`config.mk`:
```
export PLATFORM = sky130hd
export DESIGN_NAME = hazard_ctrl_unit_flat
export DESIGN_NICKNAME = d
export VERILOG_FILES = /design/src/rtl/hazard_ctrl_unit_if.sv /design/src/rtl/hazard_ctrl_unit.sv /design/src/flat_wrapper.sv
export SDC_FILE = /design/constraint.sdc
export NUM_CORES = 1
export LEC_CHECK = 0
export CAP_MARGIN = 25
export CELL_PAD_IN_SITES_DETAIL_PLACEMENT = 1
export CELL_PAD_IN_SITES_GLOBAL_PLACEMENT = 2
export CORE_MARGIN = 1.5
export CORE_UTILIZATION = 27
export CTS_BUF_LIST = sky130_fd_sc_hd__clkbuf_8
export CTS_CLUSTER_SIZE = 40
export DETAILED_ROUTE_END_ITERATION = 6
export PLACE_DENSITY = 0.86
export SETUP_SLACK_MARGIN = 0.1
export SLEW_MARGIN = 5
export SYNTH_ARGS = -nofsm -noshare
export SYNTH_HDL_FRONTEND = slang
export SYNTH_SLANG_ARGS = --single-unit
```
`constraint.sdc`:
```
create_clock -name clk -period 2.8 [get_ports clk]
set_input_delay 0.56 -clock clk [delete_from_list [all_inputs] [get_ports clk]]
set_output_delay 0.56 -clock clk [all_outputs]
set_load 0.02 [all_outputs]
```
`src/rtl/hazard_ctrl_unit_if.sv`:
```
// hazard_ctrl_unit_if
//   Bundles the pipeline-side signals of the hazard controller.
//   master : pipeline datapath. It drives the IF/ID and ID/EX fields and
//            cnt_clr, and consumes the stall/flush controls and counters.
//   slave  : hazard_ctrl_unit. It reads the pipeline fields and drives the
//            controls and counters.
//   Signals:
//     IF_ID_inst_opcode, IF_ID_rs1, IF_ID_rs2 : instruction in ID
//     ID_EX_inst_opcode, ID_EX_rd            : instruction in EX
//     ID_EX_pc_sel                           : branch/jump taken in EX
//     cnt_clr                                : synchronous counter clear
//     ctr_sel, pc_write_en, if_id_write_en,
//     if_id_flush                            : pipeline controls
//     hazard_busy, stall_cnt, flush_cnt      : status and debug counters
interface hazard_ctrl_unit_if #(
  parameter int REG_ADDR_WIDTH = 5,
  parameter int CNT_WIDTH      = 16
);
  logic [6:0]                IF_ID_inst_opcode;
  logic [REG_ADDR_WIDTH-1:0] IF_ID_rs1;
  logic [REG_ADDR_WIDTH-1:0] IF_ID_rs2;
  logic [6:0]                ID_EX_inst_opcode;
  logic [REG_ADDR_WIDTH-1:0] ID_EX_rd;
  logic                      ID_EX_pc_sel;
  logic                      cnt_clr;
  logic                      ctr_sel;
  logic                      pc_write_en;
  logic                      if_id_write_en;
  logic                      if_id_flush;
  logic                      hazard_busy;
  logic [CNT_WIDTH-1:0]      stall_cnt;
  logic [CNT_WIDTH-1:0]      flush_cnt;

  modport master (
    output IF_ID_inst_opcode, IF_ID_rs1, IF_ID_rs2,
           ID_EX_inst_opcode, ID_EX_rd, ID_EX_pc_sel, cnt_clr,
    input  ctr_sel, pc_write_en, if_id_write_en, if_id_flush,
           hazard_busy, stall_cnt, flush_cnt
  );

  modport slave (
    input  IF_ID_inst_opcode, IF_ID_rs1, IF_ID_rs2,
           ID_EX_inst_opcode, ID_EX_rd, ID_EX_pc_sel, cnt_clr,
    output ctr_sel, pc_write_en, if_id_write_en, if_id_flush,
           hazard_busy, stall_cnt, flush_cnt
  );
endinterface

```
`src/rtl/hazard_ctrl_unit.sv`:
```
// hazard_ctrl_unit
//   Pipeline hazard controller. It resolves load-use hazards with a
//   one-cycle stall and taken branches/jumps with a one-cycle flush. A
//   RUN/STALL/FLUSH state register masks load-use re-detection on the
//   bubble cycle that follows each event. Saturating counters record stall
//   and flush cycles.
//   Ports:
//     clk   : clock, rising edge
//     reset : asynchronous, active-high reset; forces all controls to 0
//     hz    : hazard_ctrl_unit_if.slave (pipeline fields in, controls out)
module hazard_ctrl_unit #(
  parameter int REG_ADDR_WIDTH = 5,
  parameter int CNT_WIDTH      = 16
) (
  input  logic               clk,
  input  logic               reset,
  hazard_ctrl_unit_if.slave  hz
);

  localparam logic [6:0] OP_LOAD  = 7'b0000011;
  localparam logic [6:0] OP_R     = 7'b0110011;
  localparam logic [6:0] OP_S     = 7'b0100011;
  localparam logic [6:0] OP_B     = 7'b1100011;
  localparam logic [6:0] OP_LUI   = 7'b0110111;
  localparam logic [6:0] OP_AUIPC = 7'b0010111;
  localparam logic [6:0] OP_JAL   = 7'b1101111;

  localparam logic [CNT_WIDTH-1:0] CNT_ONE = CNT_WIDTH'(1);
  localparam logic [CNT_WIDTH-1:0] CNT_MAX = '1;

  typedef enum logic [1:0] {
    RUN   = 2'd0,
    STALL = 2'd1,
    FLUSH = 2'd2
  } state_t;

  state_t               state_q;
  state_t               state_d;
  logic                 rs1_used;
  logic                 rs2_used;
  logic                 load_use;
  logic                 stall_evt;
  logic                 flush_evt;
  logic [CNT_WIDTH-1:0] stall_cnt_q;
  logic [CNT_WIDTH-1:0] flush_cnt_q;

  // Source-register usage of the instruction sitting in ID.
  assign rs1_used = !(hz.IF_ID_inst_opcode == OP_LUI   ||
                      hz.IF_ID_inst_opcode == OP_AUIPC ||
                      hz.IF_ID_inst_opcode == OP_JAL);
  assign rs2_used =   hz.IF_ID_inst_opcode == OP_R ||
                      hz.IF_ID_inst_opcode == OP_S ||
                      hz.IF_ID_inst_opcode == OP_B;

  assign load_use = (hz.ID_EX_inst_opcode == OP_LOAD) &&
                    (hz.ID_EX_rd != '0) &&
                    (((hz.ID_EX_rd == hz.IF_ID_rs1) && rs1_used) ||
                     ((hz.ID_EX_rd == hz.IF_ID_rs2) && rs2_used));

  // Controls are combinational so the decision lands on the same edge that
  // loads the pipeline registers. In STALL/FLUSH the ID/EX stage holds a
  // bubble with ungated opcode/rd fields, so load_use is ignored there.
  always_comb begin
    // NOTE: every output gets a default first so no path leaves a signal
    // unassigned, which would otherwise infer a latch.
    hz.ctr_sel        = 1'b1;
    hz.pc_write_en    = 1'b1;
    hz.if_id_write_en = 1'b1;
    hz.if_id_flush    = 1'b0;
    stall_evt         = 1'b0;
    flush_evt         = 1'b0;
    state_d           = RUN;

    if (reset) begin
      hz.ctr_sel        = 1'b0;
      hz.pc_write_en    = 1'b0;
      hz.if_id_write_en = 1'b0;
    end else if (hz.ID_EX_pc_sel) begin
      hz.ctr_sel     = 1'b0;
      hz.if_id_flush = 1'b1;
      flush_evt      = 1'b1;
      state_d        = FLUSH;
    end else if (state_q == RUN && load_use) begin
      hz.ctr_sel        = 1'b0;
      hz.pc_write_en    = 1'b0;
      hz.if_id_write_en = 1'b0;
      stall_evt         = 1'b1;
      state_d           = STALL;
    end
  end

  // NOTE: state registers use non-blocking assignments so every flop
  // samples pre-edge values regardless of block ordering.
  always_ff @(posedge clk or posedge reset) begin
    if (reset) begin
      state_q     <= RUN;
      stall_cnt_q <= '0;
      flush_cnt_q <= '0;
    end else begin
      state_q <= state_d;
      // Clear wins over a same-cycle event: that event is not counted.
      if (hz.cnt_clr) begin
        stall_cnt_q <= '0;
        flush_cnt_q <= '0;
      end else begin
        if (stall_evt && stall_cnt_q != CNT_MAX) stall_cnt_q <= stall_cnt_q + CNT_ONE;
        if (flush_evt && flush_cnt_q != CNT_MAX) flush_cnt_q <= flush_cnt_q + CNT_ONE;
      end
    end
  end

  assign hz.hazard_busy = (state_q != RUN);
  assign hz.stall_cnt   = stall_cnt_q;
  assign hz.flush_cnt   = flush_cnt_q;

endmodule
```
`src/flat_wrapper.sv`:
```
// flat-port wrapper written by rule: the top's interface ports become plain ports
module hazard_ctrl_unit_flat 
#(
  parameter int REG_ADDR_WIDTH = 5,
  parameter int CNT_WIDTH      = 16
)
  (clk, reset, hz_IF_ID_inst_opcode, hz_IF_ID_rs1, hz_IF_ID_rs2, hz_ID_EX_inst_opcode, hz_ID_EX_rd, hz_ID_EX_pc_sel, hz_cnt_clr, hz_ctr_sel, hz_pc_write_en, hz_if_id_write_en, hz_if_id_flush, hz_hazard_busy, hz_stall_cnt, hz_flush_cnt);
  hazard_ctrl_unit_if #(.REG_ADDR_WIDTH(REG_ADDR_WIDTH), .CNT_WIDTH(CNT_WIDTH)) hz_i ();
  input  logic clk;
  input  logic reset;
  input wire logic [$bits(hz_i.IF_ID_inst_opcode)-1:0] hz_IF_ID_inst_opcode;
  input wire logic [$bits(hz_i.IF_ID_rs1)-1:0] hz_IF_ID_rs1;
  input wire logic [$bits(hz_i.IF_ID_rs2)-1:0] hz_IF_ID_rs2;
  input wire logic [$bits(hz_i.ID_EX_inst_opcode)-1:0] hz_ID_EX_inst_opcode;
  input wire logic [$bits(hz_i.ID_EX_rd)-1:0] hz_ID_EX_rd;
  input wire logic [$bits(hz_i.ID_EX_pc_sel)-1:0] hz_ID_EX_pc_sel;
  input wire logic [$bits(hz_i.cnt_clr)-1:0] hz_cnt_clr;
  output wire logic [$bits(hz_i.ctr_sel)-1:0] hz_ctr_sel;
  output wire logic [$bits(hz_i.pc_write_en)-1:0] hz_pc_write_en;
  output wire logic [$bits(hz_i.if_id_write_en)-1:0] hz_if_id_write_en;
  output wire logic [$bits(hz_i.if_id_flush)-1:0] hz_if_id_flush;
  output wire logic [$bits(hz_i.hazard_busy)-1:0] hz_hazard_busy;
  output wire logic [$bits(hz_i.stall_cnt)-1:0] hz_stall_cnt;
  output wire logic [$bits(hz_i.flush_cnt)-1:0] hz_flush_cnt;
  assign hz_i.IF_ID_inst_opcode = hz_IF_ID_inst_opcode;
  assign hz_i.IF_ID_rs1 = hz_IF_ID_rs1;
  assign hz_i.IF_ID_rs2 = hz_IF_ID_rs2;
  assign hz_i.ID_EX_inst_opcode = hz_ID_EX_inst_opcode;
  assign hz_i.ID_EX_rd = hz_ID_EX_rd;
  assign hz_i.ID_EX_pc_sel = hz_ID_EX_pc_sel;
  assign hz_i.cnt_clr = hz_cnt_clr;
  assign hz_ctr_sel = hz_i.ctr_sel;
  assign hz_pc_write_en = hz_i.pc_write_en;
  assign hz_if_id_write_en = hz_i.if_id_write_en;
  assign hz_if_id_flush = hz_i.if_id_flush;
  assign hz_hazard_busy = hz_i.hazard_busy;
  assign hz_stall_cnt = hz_i.stall_cnt;
  assign hz_flush_cnt = hz_i.flush_cnt;
  hazard_ctrl_unit #(.REG_ADDR_WIDTH(REG_ADDR_WIDTH), .CNT_WIDTH(CNT_WIDTH)) u_core (.clk(clk), .reset(reset), .hz(hz_i));
endmodule
```
==> results.rst, run 1 <==
.. list-table::
   :header-rows: 1

   * - Metric
     - Value
   * - Die extent in y
     - 91.7 microns
   * - Initial antenna violation count
     - 0
   * - Number of max-cap violations
     - 0
   * - Die ar.
     - 8400 sq um
   * - Type of destination of the critical path
     - output port
   * - Cell area power density
     - 321 nW/um^2
   * - Worst Max-Slew Pin Slew
     - 0.470 ns
   * - Mean instance size in the synthesized netlist
     - 8.95 sq um
   * - Area share of the leading cell type in the synthesized netlist
     - 40.1%
   * - Startpoint of the worst register-to-register path
     - u_core.hz.stall_cnt[0]
   * - Clk Tree Root Cell
     - clkbuf_8
   * - Initial Util
     - 27.7%
   * - Largest net degree at the start of global routing
     - 47
   * - Status
     - finished, final reports clean
   * - GRT Total Usage
     - 15.7%
   * - Synth Area in Compound Gates
     - 6.01%
   * - GRT Residual Overflow
     - 0
   * - Area overhead of the layout relative to synthesis
     - 49.0%
   * - Cells taking the most area after synthesis
     - dfrtp_1 40%, nor2_1 6.0%, mux2_2 5.8%
   * - Final estimated routing congestion in global placement
     - 0.738
   * - R2R Path End
     - u_core.hz.stall_cnt[6]
   * - Startpoint Class
     - input port
   * - Pleak
     - 1.35 nW
   * - First-pass GRT wire length
     - 10400 microns
   * - Number of global-route vias before repair
     - 2088
   * - Netlist area before placement
     - 2120 sq um
   * - Number of cells traversed by the worst register-to-register path
     - 8
   * - Crit Path Class
     - in -> out
   * - Count of vias placed by the detailed router
     - 2048
   * - Share of cells above drive strength 1
     - 17.1%
   * - Hold worst-path end
     - u_core.hz.flush_cnt[1]
   * - Final HPWL DP
     - 4570 microns
   * - Number of hold violations in the final report
     - 0
   * - Worst hold start
     - u_core.hz.flush_cnt[1]
   * - Adder-cell share of the synthesized area
     - 1.18%
   * - Max H-tree Level
     - 2
   * - Final period utilization
     - 94.2%
   * - Synthesis-stage register bit count
     - 34
   * - Smallest setup slack after layout
     - 0.161 ns
   * - Pre-CTS setup slack
     - -0.706 ns
   * - Placed standard-cell area
     - 3010 sq um
   * - Multiplexer area fraction after synthesis
     - 7.84%
   * - Standard cell core area
     - 7650 sq um
   * - Ratio of routed vias to standard cells
     - 4.84
   * - Fill cell count
     - 895
   * - Drt drc
     - 0
   * - Number of synthesized flops with an enable pin
     - 0
   * - Commonest cells in the netlist
     - 34 x dfrtp_1, 34 x nor2_1, 15 x nor2b_1
   * - Post-layout instance area
     - 3160 sq um
   * - Cells after synthesis
     - 237
   * - Minimum setup slack among reg-to-reg paths
     - 0.69 ns
   * - Max Root-Sink Buffers
     - 2
   * - Post-layout min period
     - 2.64 ns
   * - Initial drt markers
     - 66
   * - Total of warnings raised by yosys
     - 0
   * - Simple-gate area share of the yosys netlist
     - 32.3%
   * - Post-synthesis cell type with the largest combined area
     - dfrtp_1
   * - TritonCTS clock tree
     - done
   * - Data required, critical path
     - 2.24 ns
   * - Main synth FF type
     - dfrtp_1
   * - RSZ-0062 raised after global routing
     - no
   * - Net count after synthesis
     - 272
   * - Num ports
     - 70
   * - Data arrival at the endpoint of the critical path
     - 2.08 ns
   * - Peak supply drop
     - 0.215 mV
   * - Clock Pin Slew Worst Setup and Hold Paths
     - 0.06 ns
   * - Wire length per cell
     - 14.8 microns
   * - Timing-limited maximum frequency
     - 379 MHz
   * - Top fanout value on the critical path
     - 2
   * - CTS Sinks
     - 34
   * - Instance count along the most critical hold path
     - 2
   * - Clk_skew
     - 0.00796 ns
   * - Post-CTS Hold Buffers
     - 0
   * - Async set or reset register ratio after synthesis
     - 100%
   * - CTS Buf Count
     - 5
   * - Placement row count
     - 32
   * - Final net count
     - 357
   * - Class of the tightest hold or removal check
     - reg -> reg
   * - Number of buffers added on ports
     - 69
   * - Yosys cell types
     - 41
   * - Combinational family with the most area after synthesis
     - simple AND/OR/NAND/NOR gates
   * - Chip width
     - 91.7 microns
   * - Clock latency on the worst-skew pair
     - 0.29 ns
   * - Post-route antenna net violation count
     - 0
   * - Slew Viols, Final
     - 0
   * - Worst max-slew margin expressed relative to the limit
     - 68.7%
   * - Overall power of the completed layout
     - 0.00101 W
   * - 1st-pass router iterations
     - 4
   * - Sequential cell area
     - 851 sq um
   * - Share of the yosys chip area belonging to registers
     - 40.1%
   * - Final-report setup violation count
     - 0
   * - Number of diodes added for antenna fixing
     - 0
   * - Xor and xnor fraction of the mapped netlist area
     - 8.25%
   * - Total wire length
     - 6250 microns
   * - Area of the multi-input gates
     - 1250 sq um
==> cells in the final DEF, fill, tap and decap left out, types with 3 or more instances in the layout <==
master,instances
a31oi_1,4
inv_1,8
xor2_1,11
clkbuf_8,6
buf_4,18
nand4_1,11
nand2_1,11
and3_1,13
dfrtp_1,34
nor2_1,33
mux2_2,11
buf_6,4
xnor2_1,8
o21ai_0,3
nor4_1,3
nor2b_1,14
nand3_1,13
dlygate4sd2_1,13
a21oi_1,6
nor3_1,4
clkdlybuf4s15_1,4
or3_1,4
clkdlybuf4s50_1,48
==> timing repair <==
| item | in CTS | in global routing |
|---|---|---|
| endpoints found under the setup margin | 3 | 3 |
| gates resized for setup | 52 | 8 |
| pin swaps | 17 | 10 |
| buffers inserted | 0 | 1 |
==> flip-flops by register name, indices dropped and copies added, names as in the netlist <==
signal and cells:
u_core.hz.flush_cnt 16, u_core.hz.stall_cnt 16, u_core.state_q 2
==> report_power, final <==
part,internal [W],total [W],leakage [nW],switching (W)
clock,0.000190,0.000370,0.0431,0.000180
sequential,0.000493,0.000496,0.473,0.00000236
combinational,0.0000761,0.000148,0.837,0.0000714
==> per-stage QoR <==
step	std cells	hold slack, ns	util [%]	setup TNS, ns
final	423	0.579	41.3	0
after global routing	423	0.608	41.3	0
after CTS	422	0.585	40.8	0
after detailed placement	416	0.568	39.4	-2.85
after global placement	416	0.554	39.4	-2.04
after floorplan	237	0.653	-	0
==> cells by family after synthesis <==
| logic type | count (synthesis) |
|---|---|
| AND/OR/NAND/NOR | 128 |
| flip-flops | 34 |
| AO/OA/AOI/OAI | 20 |
| XOR/XNOR | 20 |
| buffers and inverters | 18 |
| multiplexers | 15 |
| adder cells (fa/ha/maj) | 2 |
==> critical path, stage by stage <==
cell and delay [ns]:
dlygate4sd2_1 0.24, or4_4 0.54, nor2_4 0.14, nor4_2 0.06, a32o_2 0.30, nor2_4 0.11, buf_6 0.13
==> worst max path at each step <==
stage / start / endpoint / slack [ns] / cells after the start
floorplan: hz_ID_EX_rd[0] / hz_ctr_sel / 0.19 / 7
CTS: hz_ID_EX_inst_opcode[4] / hz_pc_write_en / 0.11 / 7
detailed placement: hz_IF_ID_inst_opcode[3] / hz_pc_write_en / -0.71 / 8
finish: hz_ID_EX_rd[2] / hz_ctr_sel / 0.16 / 7
global route: hz_ID_EX_inst_opcode[4] / hz_pc_write_en / 0.1 / 7
global placement: hz_IF_ID_inst_opcode[4] / hz_if_id_write_en / -0.66 / 8
==> metal layers <==
metal	up-vias	track usage (%)	wire length (microns)
li1	998	-	-
met1	1001	19.9	2760
met2	36	26.7	3150
met3	13	3.32	203
met4	0	5.08	140
met5	-	0	0
==> cell type report <==
type	count	share of cell area (%)
Tap cell	102	4.04
Timing Repair Buffer	88	25.9
Inverter	8	0.950
Sequential cell	34	26.9
Clock buffer	6	2.61
Multi-Input combinational cell	185	39.6
No activity file was read; power rests on OpenSTA's default activity.
==> run 2: changes to the inputs <==
Settings changed: SETUP_SLACK_MARGIN 0.1 to 0.4.
Clock period 2.8 ns to 2.77 ns, I/O delays scaled along.
==> run 2 against run 1 <==
Net effect: first-iteration DRC count is 17% lower; clock skew is 0.0010 ns lower; setup slack better by 0.14 ns; clock power is 6.5% lower; highest routed layer unchanged; register-to-register slack better by 0.02 ns; total power is 0.56% lower; cell count is 0.95% higher; combinational power is 8% higher; utilization is 0.23 points higher; critical path type unchanged; hold slack better by 0.0065 ns; final area is 0.55% higher.
==> results.rst, run 2 (synthesis gave the netlist of run 1 again) <==
.. list-table::
   :header-rows: 1

   * - Metric
     - Value
   * - Top fanout value on the critical path
     - 2 (unchanged)
   * - Startpoint Class
     - input port
   * - Crit Path Class
     - in -> out
   * - Clk_skew
     - 0.00696 ns (-0.00100 ns)
   * - 1st-pass router iterations
     - 4 (unchanged)
   * - Post-layout min period
     - 2.47 ns
   * - Total placed cells including tap cells
     - 416 (unchanged)
   * - Count of vias placed by the detailed router
     - 2071 (+1.1%)
   * - Ratio of routed vias to standard cells
     - 4.85 (+0.18%)
   * - Number of cells traversed by the worst register-to-register path
     - 7 (-1)
   * - Cell area power density
     - 317 nW/um^2 (-1.1%)
   * - Number of buffers added on ports
     - 69 (unchanged)
   * - Delay contributed by the slowest stage of the critical path
     - 0.50 ns (-0.04 ns)
   * - Layout Cells excl Fill
     - 427 (+0.95%)
   * - Post-route antenna net violation count
     - 0 (unchanged)
   * - Worst Max-Slew Pin Slew
     - 0.468 ns (-0.00189 ns)
   * - Standard cell core area
     - 7650 sq um (unchanged)
   * - CP max stage cell
     - or4_4
   * - Number of global-route vias before repair
     - 2248 (+7.7%)
   * - CTS Buf Count
     - 5 (unchanged)
   * - Number of max-cap violations
     - 0 (unchanged)
   * - Post-CTS Hold Buffers
     - 0 (unchanged)
   * - RSZ-0062 raised after global routing
     - yes
   * - Number of diodes added for antenna fixing
     - 0 (unchanged)
   * - Final period utilization
     - 89.3%
   * - Clk Tree Root Cell
     - clkbuf_8
   * - Pleak
     - 1.39 nW (+2.6%)
   * - Final standard cell utilization of the core
     - 41.6% (+0.23 points)
   * - Area overhead of the layout relative to synthesis
     - 49.8%
   * - Worst max-slew margin expressed relative to the limit
     - 68.8% (+0.13 points)
   * - Max H-tree Level
     - 2 (unchanged)
   * - Final HPWL DP
     - 4670 microns (+2.3%)
   * - Die ar.
     - 8400 sq um (unchanged)
   * - GRT Residual Overflow
     - 0 (unchanged)
   * - Most frequent standard cell in the layout excluding fill and tap cells
     - clkdlybuf4s50_1
   * - Wire length per cell
     - 15.2 microns (+2.9%)
   * - Slew Viols, Final
     - 0 (unchanged)
   * - TritonCTS clock tree
     - done
   * - Peak supply drop
     - 0.168 mV (-22%)
   * - Status
     - finished, final reports clean
   * - Clock latency on the worst-skew pair
     - 0.29 ns (about the same)
   * - Largest net degree at the start of global routing
     - 47 (unchanged)
   * - CTS Sinks
     - 34 (unchanged)
   * - Initial antenna violation count
     - 0 (unchanged)
   * - Drt drc
     - 0 (unchanged)
   * - Final estimated routing congestion in global placement
     - 0.740 (+0.27%)
   * - Initial Util
     - 27.7% (unchanged)
   * - Die extent in y
     - 91.7 microns (unchanged)
   * - Series of cell instances along the critical path
     - clkdlybuf4s15_1, or4_4, nor2_4, nor4_2, a32o_2, nor2_4, buf_6
   * - Data arrival at the endpoint of the critical path
     - 1.92 ns (-0.16 ns)
   * - Timing-limited maximum frequency
     - 404 MHz
   * - Final-report setup violation count
     - 0 (unchanged)
   * - Clock Pin Slew Worst Setup and Hold Paths
     - 0.07 ns (about the same)
   * - Initial drt markers
     - 55 (-17%)
   * - Num ports
     - 70 (unchanged)
   * - GRT Total Usage
     - 16.6% (+0.91 points)
   * - Share of cells above drive strength 1
     - 23.4% (+6.3 points)
   * - Type of destination of the critical path
     - output port
   * - Instance count along the most critical hold path
     - 2 (unchanged)
   * - Chip width
     - 91.7 microns (unchanged)
   * - Most frequent cells in the layout
     - 38 x clkdlybuf4s50_1, 34 x dfrtp_1, 33 x nor2_1, 21 x buf_4, 14 x nor2b_1
   * - Max Root-Sink Buffers
     - 2 (unchanged)
   * - Number of hold violations in the final report
     - 0 (unchanged)
   * - Total wire length
     - 6500 microns (+3.9%)
   * - Data required, critical path
     - 2.22 ns (-0.02 ns)
   * - Final net count
     - 360 (+0.84%)
   * - Class of the tightest hold or removal check
     - reg -> reg
   * - Placement row count
     - 32 (unchanged)
   * - First-pass GRT wire length
     - 11000 microns (+5.8%)
   * - Cell mode on critical path
     - nor2_4
[run 2: changes by cell type in the layout (fill, tap and decap cells not counted), sizes merged]
| cell | delta |
|---|---|
| clkdlybuf4s50 | -10 |
| inv | +2 |
| dlygate4sd2 | -2 |
| buf | +14 |
[run 2: layer usage]
| metal | global-route usage, % | up-vias | share of wire [%] |
|---|---|---|---|
| li1 | - | 999 | - |
| met1 | 19.1 | 1019 | 43 |
| met2 | 29.4 | 39 | 51 |
| met3 | 4.48 | 14 | 3.5 |
| met4 | 6.25 | 0 | 2.4 |
| met5 | 0 | - | 0 |
[run 2: critical path: cells and delay by family]
family / cells / cell delay [ns]
AOI/OAI and AO/OA: 1 / 0.26
and+or+nand+nor: 4 / 0.80
buffers and inverters: 2 / 0.30
[run 2: timing repair]
| item | CTS | global route |
|---|---|---|
| setup endpoints to repair | 20 | 17 |
| pin swaps | 26 | 5 |
| gates resized for setup | 105 | 3 |
| setup buffers | 4 | 0 |
[run 2: path summary, 6_finish.rpt]
kind,start,endpoint,slack [ns]
max,hz_ID_EX_rd[2],hz_ctr_sel,0.30
min,u_core.hz.flush_cnt[15],u_core.hz.flush_cnt[15],0.59
max in group asynchronous,reset,u_core.hz.stall_cnt[15],1.68
max reg2reg,u_core.state_q[0],u_core.hz.stall_cnt[9],0.71
min reg2reg,u_core.hz.flush_cnt[15],u_core.hz.flush_cnt[15],0.59
min in group asynchronous,reset,u_core.state_q[0],0.77
[run 2: cell type report]
| class | instances | area [sq um] |
|---|---|---|
| Clock buffer | 5 | 68.8 |
| Clock inverter | 2 | 7.51 |
| Fill cell | 872 | 4470 |
| Inverter | 8 | 30.0 |
| Multi-Input combinational cell | 185 | 1290 |
| Sequential cell | 34 | 851 |
| Tap cell | 102 | 128 |
| Timing Repair Buffer | 91 | 803 |
[run 2: per-stage QoR]
step | hold slack [ns] | cell area, sq um | power (W) | worst slack, ns | setup TNS [ns]
2_1_floorplan | 0.653 | 2150 | 0.000572 | 0.326 | 0
3_3_place_gp | 0.546 | 3030 | 0.000660 | -0.572 | -2.51
3_5_place_dp | 0.577 | 3030 | 0.000665 | -0.647 | -3.80
4_1_cts | 0.590 | 3170 | 0.00102 | 0.227 | 0
5_1_grt | 0.640 | 3180 | 0.00106 | 0.228 | 0
6_report | 0.586 | 3180 | 0.00101 | 0.298 | 0
[run 2: power breakdown]
group          internal (W)  switching, W
Clock              0.000166      0.000180
Sequential         0.000499    0.00000298
Combinational     0.0000806     0.0000793
